==> src/rtl/fir_stream_filter.sv <==
// Streaming pipelined FIR filter with a valid/ready interface and
// runtime-programmable coefficients.
//
// Stage 1 registers the TAPS products coef[i]*tap[i]. Stage 2 registers
// their full-precision sum.
//
// Ports:
//   clk, rst        clock, asynchronous active-high reset
//   in_valid/ready  sample input handshake (in_ready is combinational)
//   in_data         input sample, DATA_W bits
//   out_valid/ready result output handshake
//   out_data        filtered result, OUT_W bits
//   coef_we/addr    coefficient write strobe and index
//   coef_wdata      coefficient value
//   flush           synchronous clear of the delay line and pipeline
module fir_stream_filter #(
  parameter int unsigned DATA_W = 8,
  parameter int unsigned TAPS   = 4,
  parameter int unsigned COEF_W = 8,
  parameter int unsigned SIGNED = 0,
  parameter int unsigned OUT_W  = DATA_W + COEF_W + $clog2(TAPS)
) (
  input  logic                     clk,
  input  logic                     rst,
  input  logic                     in_valid,
  output logic                     in_ready,
  input  logic [DATA_W-1:0]        in_data,
  output logic                     out_valid,
  input  logic                     out_ready,
  output logic [OUT_W-1:0]         out_data,
  input  logic                     coef_we,
  input  logic [$clog2(TAPS)-1:0]  coef_addr,
  input  logic [COEF_W-1:0]        coef_wdata,
  input  logic                     flush
);

  localparam int unsigned PW  = DATA_W + COEF_W;
  localparam int unsigned XW  = OUT_W - PW;
  localparam bit          SGN = (SIGNED != 0);

  logic [COEF_W-1:0] coef_q [TAPS];
  logic [DATA_W-1:0] dl_q   [TAPS-1];
  logic [DATA_W-1:0] tap_w  [TAPS];
  logic [PW-1:0]     prod_d [TAPS];
  logic [PW-1:0]     prod_q [TAPS];
  logic              s1_valid_q;
  logic              out_valid_q;
  logic [OUT_W-1:0]  out_data_q;
  logic [OUT_W-1:0]  sum_d;
  logic              advance;
  logic              accept;
  logic              coef_hit;

  assign advance   = !out_valid_q || out_ready;
  assign in_ready  = !rst && advance;
  assign accept    = in_valid && in_ready;
  assign coef_hit  = coef_we && (32'(coef_addr) < TAPS);
  assign out_valid = out_valid_q;
  assign out_data  = out_data_q;

  // Per-tap product. Operands are extended to the product width so a single
  // same-width multiply is correct for both unsigned and two's complement.
  for (genvar g = 0; g < TAPS; g++) begin : g_tap
    logic [PW-1:0] t_ext;
    logic [PW-1:0] c_ext;
    if (g == 0) begin : g_new
      assign tap_w[g] = in_data;
    end else begin : g_old
      assign tap_w[g] = dl_q[g-1];
    end
    assign t_ext     = {{COEF_W{SGN && tap_w[g][DATA_W-1]}}, tap_w[g]};
    assign c_ext     = {{DATA_W{SGN && coef_q[g][COEF_W-1]}}, coef_q[g]};
    assign prod_d[g] = t_ext * c_ext;
  end

  // Full-precision adder tree input: products extended to OUT_W.
  always_comb begin
    sum_d = '0;
    for (int i = 0; i < TAPS; i++) begin
      sum_d = sum_d + {{XW{SGN && prod_q[i][PW-1]}}, prod_q[i]};
    end
  end

  // Pipeline, delay line and coefficient storage.
  always_ff @(posedge clk or posedge rst) begin
    if (rst) begin
      for (int i = 0; i < TAPS; i++) begin
        coef_q[i] <= COEF_W'(i + 1);
        prod_q[i] <= '0;
      end
      for (int i = 0; i < TAPS - 1; i++) begin
        dl_q[i] <= '0;
      end
      s1_valid_q  <= 1'b0;
      out_valid_q <= 1'b0;
      out_data_q  <= '0;
    end else begin
      if (coef_hit) begin
        coef_q[coef_addr] <= coef_wdata;
      end
      if (flush) begin
        // Coefficients survive a flush; any same-cycle sample is dropped.
        for (int i = 0; i < TAPS - 1; i++) begin
          dl_q[i] <= '0;
        end
        s1_valid_q  <= 1'b0;
        out_valid_q <= 1'b0;
      end else if (advance) begin
        out_valid_q <= s1_valid_q;
        out_data_q  <= sum_d;
        s1_valid_q  <= accept;
        if (accept) begin
          dl_q[0] <= in_data;
          for (int i = 1; i < TAPS - 1; i++) begin
            dl_q[i] <= dl_q[i-1];
          end
          for (int i = 0; i < TAPS; i++) begin
            prod_q[i] <= prod_d[i];
          end
        end
      end
    end
  end

endmodule

==> config.mk <==
export PLATFORM = sky130hd
export DESIGN_NAME = fir_stream_filter
export DESIGN_NICKNAME = d
export VERILOG_FILES = /design/src/rtl/fir_stream_filter.sv
export SDC_FILE = /design/constraint.sdc
export NUM_CORES = 1
export LEC_CHECK = 0
export CORE_AREA = 4 4 188 190
export DETAILED_ROUTE_END_ITERATION = 10
export DIE_AREA = 0 0 192 194
export GPL_ROUTABILITY_DRIVEN = 0
export GPL_TIMING_DRIVEN = 0
export SLEW_MARGIN = 20
export SYNTH_ARGS = -nofsm -noshare
export SYNTH_HDL_FRONTEND = slang
export SYNTH_SLANG_ARGS = --single-unit
==> constraint.sdc <==
create_clock -name clk -period 4.7 [get_ports clk]
set_input_delay 0.94 -clock clk [delete_from_list [all_inputs] [get_ports clk]]
set_output_delay 0.94 -clock clk [all_outputs]
set_load 0.005 [all_outputs]
Word-level counts from Yosys, hierarchy flattened
Cells that the tools add are included.

cells by class
  multiply operators = 4
  reduce and logical (&&, ||, !) cells = 11
  bitwise operators = 2
  mux-type cells = 10
  $add $sub $neg = 3
  order comparisons = 2

operators by type and width
  operator                                                    number
  two-way mux 24 bit                                          3
  multiplier 8 x 8 -> 16 bit                                  4
  bitwise mux 32 bit                                          1
  adder 17 x 16 -> 18 bit                                     1
  adder 18 x 16 -> 18 bit                                     1
  adder 16 x 16 -> 17 bit                                     1
  demux 8 bit (select 2 bit)                                  1
  two-way mux 8 bit                                           1
  two-way mux 1 bit                                           4
  AND reduction 2 bit                                         2
  nonzero test 2 bit                                          2
  greater-or-equal comparator 3 bit, second input constant    1
  logical AND 1 bit                                           3
  less-than comparator 3 x 1 -> 1 bit, second input constant  1
  inverter 2 -> 3 bit                                         1
  AND reduction 3 bit                                         1
  logical NOT 1 bit                                           2
  logical OR 1 bit                                            1
  inverter 1 bit                                              1

storage, ports and cells
  flip-flop bits (word level) = 140

Longest topological paths before layout
Gate-level depths: netlist (run 1).

  word-level depth = 7
  mapped depth = 18
  depth with buffers taken out = 16

Least setup slack after synthesis (run 1)
OpenSTA, ideal clock, no wires.

  path type = input -> register
  from = in in_data[5]
  to = reg prod_q[59] in the netlist's numbering
  stages on the path = 16
  required time = 4617 ps
  arrival time = 4517 ps
  path slack = 100 ps
  cells stage by stage = and2_1 -> fa_1 -> inv_1 -> fa_1 -> inv_1 -> fa_1 -> inv_1 -> fa_1 -> inv_1 -> ha_1 -> o211ai_1 -> a21oi_1 -> a211oi_1 -> o21ai_0 -> xnor2_1 -> o21ai_0

between the ends
  word-level cells in the longest chain between the ends = 1

RTL lines
  item                            RTL line  source
  start: declaration              27        input logic [DATA_W-1:0] in_data,
  multiplier 8 x 8 -> 16 bit      73        assign prod_d[g] = t_ext * c_ext;
  end signal: indexed assignment  118       prod_q[i] <= prod_d[i];
  end: declaration                45        logic [PW-1:0] prod_q [TAPS];

Every way passes these cells.
A chain may end at the register's enable or synchronous reset.

Worst setup path in the final report (run 1)
  from = reg dl_q[12] in the netlist's numbering
  to = reg prod_q[31] in the netlist's numbering

between the ends
  word-level cells in the longest chain between the ends = 1

RTL lines
  item                              RTL line  source
  start: declaration                42        logic [DATA_W-1:0] dl_q [TAPS-1];
  start signal: indexed assignment  115       dl_q[i] <= dl_q[i-1];
  multiplier 8 x 8 -> 16 bit        73

Every way passes these cells.

==> impl_metrics.py, run 1 <==
metrics = {
    "outcome": {
        "status": "finished, final reports clean",
    },
    "clocking": {
        "cts_buffer_depth": 2,
        "clk_pin_slew_ns": 0.06,
        "clock_latency_ns": 0.44,
        "cts_tree": "built",
        "cts.sinks": 140,
        "root_buffer": "clkbuf_16",
        "cts_buffers": 17,
        "cts_hold_buffers": 0,
        "htreeDepth": 4,
    },
    "worst_setup_path": {
        "r2r_setup_slack_ns": 0.19,
        "worstPathRequired_ns": 5.00,
        "cp-end-kind": "register",
        "crit_path_max_fanout": 10,
        "critical_path.startpoint_type": "register",
        "critPathArrivalTime_ns": 4.81,
        "r2r_cells": 15,
        "critPathKind": "reg2reg",
        "reg2reg_from": "dl_q[12]$_DFFE_PP0P_",
        "r2r_end": "prod_q[31]$_DFFE_PP0P_",
    },
    "detailed_routing": {
        "via_count": 10500,
        "drt_iter0_drc": 578,
        "viasPerCell": 5.17,
        "ant_nets": 0,
        "route.detailed.drc": 0,
        "wirelength_um": 35700,
        "first_pass_iters": 5,
        "drt-wirelength-per-cell_um": 17.5,
    },
    "timing": {
        "whs_ns": 0.478,
        "setup_violations": 0,
        "fin_crit_sh_pct": 95.9,
        "clock_skew_ns": 0.0114,
        "final_max_slew_viol_count": 0,
        "rsz0062_at_grt": "false",
        "worstMarginPinSlew_ns": 0.794,
        "finalHoldViolCount": 0,
        "fmax_ghz": 0.222,
        "relSlewSlack_pct": 46.8,
        "min_period_ns": 4.51,
    },
    "job": {
        "maxCapViolations": 0,
    },
    "power_and_ir_drop": {
        "power.total_mw": 5.95,
        "p_leak_nw": 8.21,
        "power-per-cell-area_mw_per_mm2": 364,
        "vdd_ir_drop_max_mv": 0.261,
    },
    "grt": {
        "grt_antenna_before_repair": 0,
        "grt_max_degree": 94,
        "grt_overflow": 0,
        "grt_pass1_vias": 11000,
        "grtUsageTotal_pct": 20.1,
        "grt_pass1_wl_um": 59200,
    },
    "synthesis": {
        "synth.avg_cell_area_um2": 9.64,
        "synth.top_cell.area_share_pct": 23.9,
        "synth_cell_types": 51,
        "yosys_warnings": 0,
        "ys_ff_latch": 140,
        "synth-edff-count": 0,
        "synth-seq-area-share_pct": 23.8,
        "yosys.area.top_type": "fa_1",
        "synth.area.top_cells": "fa_1 24%, dfrtp_1 23%, ha_1 14%, and2_1 8.3%, nand2_1 5.3%",
        "synth_flop_cell": "dfrtp_1",
        "syn_nets": 1888,
        "syn-cell-area_mm2": 0.0147,
        "async_flop_share_pct": 100,
        "syn_inst": 1527,
    },
    "floorplan": {
        "die_h_um": 194,
        "start_util_pct": 44.0,
        "dieArea_mm2": 0.0372,
        "row_count": 67,
        "boundaryPins": 44,
        "die_w_um": 192,
        "core_area_mm2": 0.0334,
    },
    "hold_path": {
        "hold-path-cell-count": 2,
        "hold_path_end": "out_data[2]$_DFFE_PP0P_",
        "hold_path_class": "reg2reg",
        "min_from": "out_data[2]$_DFFE_PP0P_",
    },
    "place": {
        "hpwlAfterDp_um": 28700,
        "numPortBuffers": 42,
    },
    "finish": {
        "final_layout_size_suffix_gt1_share_pct": 7.73,
        "multi_input_area_mm2": 0.0103,
        "antenna_cells": 0,
        "n_fill_cell": 3142,
        "regArea_mm2": 0.00352,
        "synthToLayoutAreaGrowth_pct": 11.0,
        "num-nets-final": 1939,
    },
}
## worst max-delay path: stages (launching register included)
cell and delay [ns]:
dfrtp_2 0.52, nand2_1 0.13, fa_1 0.50, fa_1 0.54, inv_1 0.05, fa_1 0.47
inv_1 0.05, fa_1 0.48, inv_1 0.05, ha_1 0.32, o211ai_1 0.10, a21oi_1 0.08
a211oi_2 0.39, o31ai_1 0.16, xnor2_1 0.38, o21ai_0 0.12
## synth_stat cells, types with 2 or more instances
master	number
a211oi_1	7
a21boi_0	3
a21o_1	11
a21oi_1	71
a311oi_1	2
a31oi_1	7
and2_1	196
and3_1	5
buf_2	8
buf_4	2
clkbuf_1	36
dfrtp_1	135
dfstp_2	5
fa_1	176
ha_1	161
inv_1	200
mux2_1	10
mux2_2	39
nand2_1	208
nand2b_1	8
nand3_1	12
nand3b_1	2
nand4_1	6
nor2_1	21
nor2b_1	4
nor3_1	5
o211ai_1	7
o21a_1	7
o21ai_0	75
o21ai_1	13
o31a_1	2
o31ai_1	10
xnor2_1	27
xor2_1	29
## area by class of cell
class	instances	share of cell area (%)
Buffer	31	0.819
Sequential cell	140	21.6
Inverter	200	4.64
Tap cell	448	3.43
Clock buffer	19	2.77
Clock inverter	13	1.07
Timing Repair Buffer	47	2.66
Multi-Input combinational cell	1141	63.0
## cells in the final DEF (no fill, tap or decap), drive strengths merged, types with 12 or more instances in the layout
| cell | count |
|---|---|
| buf | 16 |
| a21oi | 72 |
| xor2 | 29 |
| xnor2 | 27 |
| nand2 | 208 |
| dfrtp | 135 |
| o21ai | 88 |
| nor2 | 21 |
| clkbuf | 47 |
| fa | 176 |
| inv | 206 |
| nand3 | 12 |
| ha | 161 |
| clkdlybuf4s50 | 34 |
| and2 | 196 |
| mux2 | 49 |
## metal layers
| metal | part of all wire, % | global-route usage, % | vias to the layer above | routed length [um] |
|---|---|---|---|---|
| li1 | - | - | 5025 | - |
| met1 | 48 | 29.1 | 5332 | 17000 |
| met2 | 48 | 32.6 | 162 | 17100 |
| met3 | 3.2 | 2.59 | 27 | 1140 |
| met4 | 1.1 | 3.94 | 0 | 410 |
| met5 | 0 | 0 | - | 0 |
## report_power, final
part           switching, mW  total (mW)  internal [mW]
clock                  0.584        1.46          0.876
sequential             0.283        1.72           1.43
combinational           1.54        2.78           1.24
total                   2.41        5.95           3.55
## what timing repair did
action                                  in CTS  in global routing
endpoints found under the setup margin      14                 20
setup buffers                                0                  4
gates resized for setup                     13                 31
endpoints found under the hold margin        0                  0
pin swaps                                    1                  5
## stage by stage
stage,TNS [ns],util (%),instance area [um^2],cells,worst slack [ns]
2_1_floorplan,0,-,14700,1527,0.0154
3_3_place_gp,-294.27,47.0,15700,2017,-2.13
3_5_place_dp,-6.32,47.1,15700,2018,-0.988
4_1_cts,-0.0116,48.9,16400,2047,-0.0116
5_1_grt,0,48.9,16300,2039,0.0000480
6_report,0,48.9,16300,2039,0.191
## logic make-up (layout without fill, tap and decap cells)
logic type,Yosys count,in the layout,synth area share (%)
AO/OA/AOI/OAI,226,226,8.91
XOR/XNOR,56,56,3.33
adder cells (fa/ha/maj),337,337,37.6
buffers and inverters,246,310,6.39
flip-flops,140,140,23.8
multiplexers,49,49,3.75
AND/OR/NAND/NOR,473,473,16.2
## sequential cells by signal (all words and copies together), names as in the netlist
register / cells
coef_q: 32
dl_q: 24
out_data: 18
out_valid: 1
prod_q: 64
s1_valid_q: 1
## worst max path at each step
stage / from / to / slack, ns
6_report: dl_q[12]$_DFFE_PP0P_ / prod_q[31]$_DFFE_PP0P_ / 0.19
5_1_grt: in_data[5] / prod_q[57]$_DFFE_PP0P_ / 0.00005
4_1_cts: in_data[5] / prod_q[63]$_DFFE_PP0P_ / -0.01
3_5_place_dp: in_data[4] / prod_q[63]$_DFFE_PP0P_ / -0.99
3_3_place_gp: rst / out_data[11]$_DFFE_PP0P_ / -2.13
2_1_floorplan: rst / coef_q[0]$_DFFE_PP0P_ / 0.02
No activity file was read; power rests on OpenSTA's default activity.
==> inputs of run 2 (changes only) <==
Clock period 4.7 ns to 4.6 ns, I/O delays scaled along.
==> impl_metrics.py, run 2 (same netlist as run 1, synthesis figures left out) <==
metrics = {
    "power_and_ir_drop": {
        "p_switching_mw": 2.53,
        "comb_power_share_pct": 47.6,
        "power-per-cell-area_mw_per_mm2": 379,
        "p_int_mw": 3.78,
        "power_frac_seq_pct": 27.8,
        "netSwitchingFraction_pct": 40.1,
        "p_leak_nw": 8.31,
        "vdd_ir_drop_max_mv": 0.296,
        "clkPwrFrac_pct": 24.6,
    },
    "timing": {
        "min_period_ns": 4.46,
        "setup_ws_ns": 0.141,
        "clock_skew_ns": 0.0119,
        "rsz0062_at_grt": "true",
        "finalHoldViolCount": 0,
        "worstMarginPinSlew_ns": 0.770,
        "setup_violations": 0,
        "whs_ns": 0.477,
        "relSlewSlack_pct": 48.4,
        "fmax_ghz": 0.224,
        "final_max_slew_viol_count": 0,
        "fin_crit_sh_pct": 96.9,
    },
    "finish": {
        "regArea_mm2": 0.00353,
        "final_util_pct": 49.8,
        "multi_input_area_mm2": 0.0104,
        "mostFrequentLayoutCells": "208 x nand2_1, 199 x inv_1, 195 x and2_1, 175 x fa_1, 157 x ha_1",
        "final_common_cell": "nand2_1",
        "synthToLayoutAreaGrowth_pct": 13.1,
        "final_layout_size_suffix_gt1_share_pct": 10.0,
        "reg_top3": "prod_q (64), coef_q (32), dl_q (24)",
        "largest_reg_flops": 64,
        "antenna_cells": 0,
        "n_fill_cell": 3146,
        "num-nets-final": 1955,
        "regMostFlops": "prod_q",
    },
    "grt": {
        "grt_pass1_wl_um": 60500,
        "grt_antenna_before_repair": 1,
        "grtUsageTotal_pct": 20.6,
        "grt_pass1_vias": 11200,
        "grt_overflow": 0,
        "grt_max_degree": 35,
    },
    "detailed_routing": {
        "wirelength_um": 36700,
        "via_count": 10600,
        "route.detailed.drc": 0,
        "viasPerCell": 5.18,
        "ant_nets": 0,
        "drt-wirelength-per-cell_um": 17.8,
        "drt_iter0_drc": 719,
        "first_pass_iters": 5,
    },
    "clocking": {
        "clock_latency_ns": 0.44,
        "cts_buffers": 17,
        "root_buffer": "clkbuf_16",
        "htreeDepth": 4,
        "cts_tree": "built",
        "cts_buffer_depth": 2,
        "clk_pin_slew_ns": 0.06,
        "cts.sinks": 140,
    },
    "job": {
        "maxCapViolations": 0,
    },
    "floorplan": {
        "start_util_pct": 44.0,
        "dieArea_mm2": 0.0372,
        "row_count": 67,
        "core_area_mm2": 0.0334,
        "die_w_um": 192,
        "boundaryPins": 44,
        "die_h_um": 194,
    },
    "hold_path": {
        "hold_path_end": "out_data[2]$_DFFE_PP0P_",
        "hold_path_class": "reg2reg",
        "min_from": "out_data[2]$_DFFE_PP0P_",
        "hold-path-cell-count": 2,
    },
    "worst_setup_path": {
        "crit_path_max_fanout": 10,
        "worstPathRequired_ns": 4.89,
        "critPathKind": "reg2reg",
        "r2r_setup_slack_ns": 0.14,
        "reg2reg_from": "dl_q[14]$_DFFE_PP0P_",
        "critPathArrivalTime_ns": 4.75,
        "critical_path.startpoint_type": "register",
        "r2r_cells": 15,
        "cp-end-kind": "register",
        "r2r_end": "prod_q[31]$_DFFE_PP0P_",
    },
    "place": {
        "numPortBuffers": 42,
        "hpwlAfterDp_um": 29200,
        "dp_slack_ns": -1.15,
    },
    "outcome": {
        "status": "finished, final reports clean",
    },
}
[run 2: changes by cell type in the layout (fill, tap and decap cells not counted), sizes merged]
cell,before,now
clkdlybuf4s15,0,1
clkbuf,47,45
bufinv,3,4
inv,206,203
clkinv,3,4
clkinvlp,1,2
buf,16,33
[run 2: how the worst max path moves through the flow]
stage / from / endpoint / slack (ns) / depth (start not counted)
4_1_cts: in_data[3] / prod_q[63]$_DFFE_PP0P_ / -0.04 / 17
3_3_place_gp: in_data[5] / prod_q[63]$_DFFE_PP0P_ / -1.09 / 17
6_report: dl_q[14]$_DFFE_PP0P_ / prod_q[31]$_DFFE_PP0P_ / 0.14 / 15
2_1_floorplan: in_data[5] / prod_q[59]$_DFFE_PP0P_ / 0.02 / 16
3_5_place_dp: in_data[5] / prod_q[63]$_DFFE_PP0P_ / -1.15 / 17
5_1_grt: coef_q[2]$_DFFE_PP1P_ / prod_q[11]$_DFFE_PP0P_ / -0.01 / 15
[run 2: layer usage]
metal	routed length [um]	share of wire (%)	vias up	GRT usage, %
met3	1480	4.0	47	3.22
met1	17000	46	5349	29.3
li1	-	-	5054	-
met2	17500	48	196	33.1
met5	0	0	-	0
met4	699	1.9	0	5.18
[run 2: power by group through the flow]
| stage | Combinational (mW) | Sequential (mW) | Clock (mW) |
|---|---|---|---|
| floorplan | 2.07 | 1.66 | 0 |
| global placement | 2.79 | 1.76 | 0 |
| detailed placement | 2.82 | 1.76 | 0 |
| CTS | 2.88 | 1.75 | 1.57 |
| global route | 3.44 | 1.80 | 1.62 |
| finish | 3.00 | 1.75 | 1.55 |
[run 2: final cells by class]
cell class,count,area share (%)
well taps,448,3.37
multi-input cells,1141,62.4
plain buffers,30,0.781
clock inverters,13,1.22
inverters,200,4.53
repair buffers,64,3.76
flip-flops and latches,140,21.2
clock buffers,19,2.72
[run 2: critical path, cell delays in order, from the launching register on]
cell and delay, ns:
dfrtp_2 0.49, and2_1 0.22, fa_1 0.51, fa_1 0.51, fa_1 0.49, inv_1 0.05
fa_1 0.48, inv_1 0.05, ha_1 0.35, o211ai_1 0.17, a21oi_2 0.17, a211oi_2 0.06
buf_4 0.16, o31ai_1 0.26, xnor2_1 0.23, o21ai_0 0.12
[run 2: timing repair]
action | in CTS | in global routing
buffers inserted | 1 | 16
hold buffers | 0 | 0
setup endpoints to repair | 21 | 23
resized for setup | 23 | 51
pin swaps | 2 | 16
[run 2: per-stage QoR]
stage               instance area (um^2)  std cells  total power, mW  TNS [ns]
global route                       16700       2055             6.86   -0.0417
finish                             16700       2055             6.31         0
CTS                                16500       2044             6.20   -0.0438
global placement                   15700       2017             4.55     -7.73
detailed placement                 15800       2022             4.59     -8.46
floorplan                          14700       1527             3.73         0
==> inputs of run 3 (changes only) <==
Clock period 4.6 ns to 3.8 ns, I/O delays scaled along.
==> impl_metrics.py, run 3 (same netlist as run 1, synthesis figures left out) <==
metrics = {
    "worst_setup_path": {
        "critPathKind": "reg2reg",
        "crit_path_max_fanout": 5,
        "cp-end-kind": "register",
        "critPathArrivalTime_ns": 4.44,
        "critical_path.startpoint_type": "register",
        "worstPathRequired_ns": 4.11,
    },
    "timing": {
        "relSlewSlack_pct": 54.8,
        "min_period_ns": 4.14,
        "setup_violations": 33,
        "setup_ws_ns": -0.336,
        "fmax_ghz": 0.242,
        "final.setup.tns_ns": -7.11,
        "clock_skew_ns": 0.00959,
        "finalHoldViolCount": 0,
        "whs_ns": 0.476,
        "final_max_slew_viol_count": 0,
        "fin_crit_sh_pct": 109,
        "rsz0062_at_grt": "true",
        "worstMarginPinSlew_ns": 0.675,
    },
    "clocking": {
        "root_buffer": "clkbuf_16",
        "cts_hold_buffers": 0,
        "cts.sinks": 140,
        "cts_buffers": 17,
        "clock_latency_ns": 0.44,
        "htreeDepth": 4,
        "cts_tree": "built",
        "clk_pin_slew_ns": 0.06,
        "cts_buffer_depth": 2,
    },
    "power_and_ir_drop": {
        "power-per-cell-area_mw_per_mm2": 460,
        "p_leak_nw": 8.72,
        "vdd_ir_drop_max_mv": 0.437,
        "netSwitchingFraction_pct": 41.0,
        "clkPwrFrac_pct": 20.2,
        "p_switching_mw": 3.42,
        "power_frac_seq_pct": 25.5,
        "comb_power_share_pct": 54.3,
        "p_int_mw": 4.93,
    },
    "finish": {
        "final_util_pct": 54.3,
        "n_fill_cell": 2969,
        "num-nets-final": 2032,
        "regArea_mm2": 0.00356,
        "mostFrequentLayoutCells": "204 x nand2_1, 181 x inv_1, 172 x and2_1, 167 x fa_1, 137 x ha_1",
        "synthToLayoutAreaGrowth_pct": 23.3,
        "largest_reg_flops": 64,
        "antenna_cells": 0,
        "final_common_cell": "nand2_1",
        "regMostFlops": "prod_q",
        "multi_input_area_mm2": 0.0112,
        "final_layout_size_suffix_gt1_share_pct": 23.1,
        "reg_top3": "prod_q (64), coef_q (32), dl_q (24)",
    },
    "place": {
        "numPortBuffers": 42,
        "hpwlAfterDp_um": 28900,
    },
    "floorplan": {
        "core_area_mm2": 0.0334,
        "die_h_um": 194,
        "start_util_pct": 44.0,
        "dieArea_mm2": 0.0372,
        "boundaryPins": 44,
        "die_w_um": 192,
        "row_count": 67,
    },
    "grt": {
        "grt_pass1_vias": 11300,
        "grt_pass1_wl_um": 60900,
        "grtUsageTotal_pct": 20.5,
        "grt_overflow": 0,
        "grt_max_degree": 32,
        "grt_antenna_before_repair": 0,
    },
    "detailed_routing": {
        "viasPerCell": 5.13,
        "ant_nets": 0,
        "via_count": 10900,
        "route.detailed.drc": 0,
        "first_pass_iters": 4,
        "drt_iter0_drc": 413,
        "drt-wirelength-per-cell_um": 17.4,
        "wirelength_um": 37200,
    },
    "outcome": {
        "status": "finished, violations left",
        "violations": "setup timing",
    },
    "job": {
        "maxCapViolations": 0,
    },
    "hold_path": {
        "hold_path_class": "reg2reg",
    },
}
==> run 3: through the flow <==
stage                     cell area (um^2)  cells  setup slack [ns]  power (mW)
after floorplan                      15100   1527            -0.399        4.75
after global placement               16100   2017             -1.49        5.85
after detailed placement             16100   2021             -1.51        5.90
after CTS                            17700   2116            -0.399        8.10
after global routing                 18200   2132            -0.480        9.05
final                                18200   2132            -0.336        8.35
==> run 3: final cells by class <==
cell class	count	area share [%]
Clock buffer	20	2.57
Sequential cell	140	19.6
Tap cell	448	3.09
Timing Repair Buffer	137	7.04
Multi-Input combinational cell	1141	61.7
Inverter	200	4.16
Clock inverter	12	0.689
Buffer	34	1.15
==> run 3: worst paths after layout <==
| path | from | depth (start not counted) | slack [ns] | endpoint |
|---|---|---|---|---|
| max in group asynchronous | rst | 5 | 1.98 | prod_q[49]$_DFFE_PP0P_ |
| min in group asynchronous | rst | 2 | 0.79 | out_valid$_DFFE_PP0P_ |
| worst max register to register | coef_q[2]$_DFFE_PP1P_ | 15 | -0.34 | prod_q[15]$_DFFE_PP0P_ |
| worst min-delay path | out_data[11]$_DFFE_PP0P_ | 2 | 0.48 | out_data[11]$_DFFE_PP0P_ |
| worst max-delay path | coef_q[2]$_DFFE_PP1P_ | 15 | -0.34 | prod_q[15]$_DFFE_PP0P_ |
| worst min register to register | out_data[11]$_DFFE_PP0P_ | 2 | 0.48 | out_data[11]$_DFFE_PP0P_ |
==> run 3: what timing repair did <==
item	in CTS	in global routing
gates resized for setup	200	78
pin swaps	75	82
setup buffers	74	21
setup endpoints to repair	35	34
==> run 3: worst max-delay path, stage by stage, from the launching register on <==
cell	delay, ns
dfstp_2	0.59
buf_4	0.14
and2_1	0.13
fa_1	0.43
fa_1	0.46
fa_1	0.50
inv_1	0.05
fa_1	0.47
inv_1	0.06
ha_4	0.29
and3_4	0.21
and3_4	0.20
nand2_2	0.07
o221ai_4	0.15
xnor2_2	0.16
o21ai_1	0.08
==> run 3: per-layer routing <==
metal / GRT usage (%) / up-vias / part of all wire [%]
met4: 3.83 / 0 / 1.4
met2: 32.9 / 192 / 47
met5: 0 / - / 0
met1: 29.7 / 5522 / 48
met3: 3.58 / 23 / 3.8
li1: - / 5204 / -
==> run 3: power by group through the flow <==
| stage | Combinational [mW] | Clock (mW) | Sequential [mW] |
|---|---|---|---|
| after floorplan | 2.75 | 0 | 2.01 |
| after global placement | 3.70 | 0 | 2.15 |
| after detailed placement | 3.73 | 0 | 2.16 |
| after CTS | 4.27 | 1.70 | 2.13 |
| after global routing | 5.10 | 1.78 | 2.17 |
| final | 4.53 | 1.68 | 2.13 |
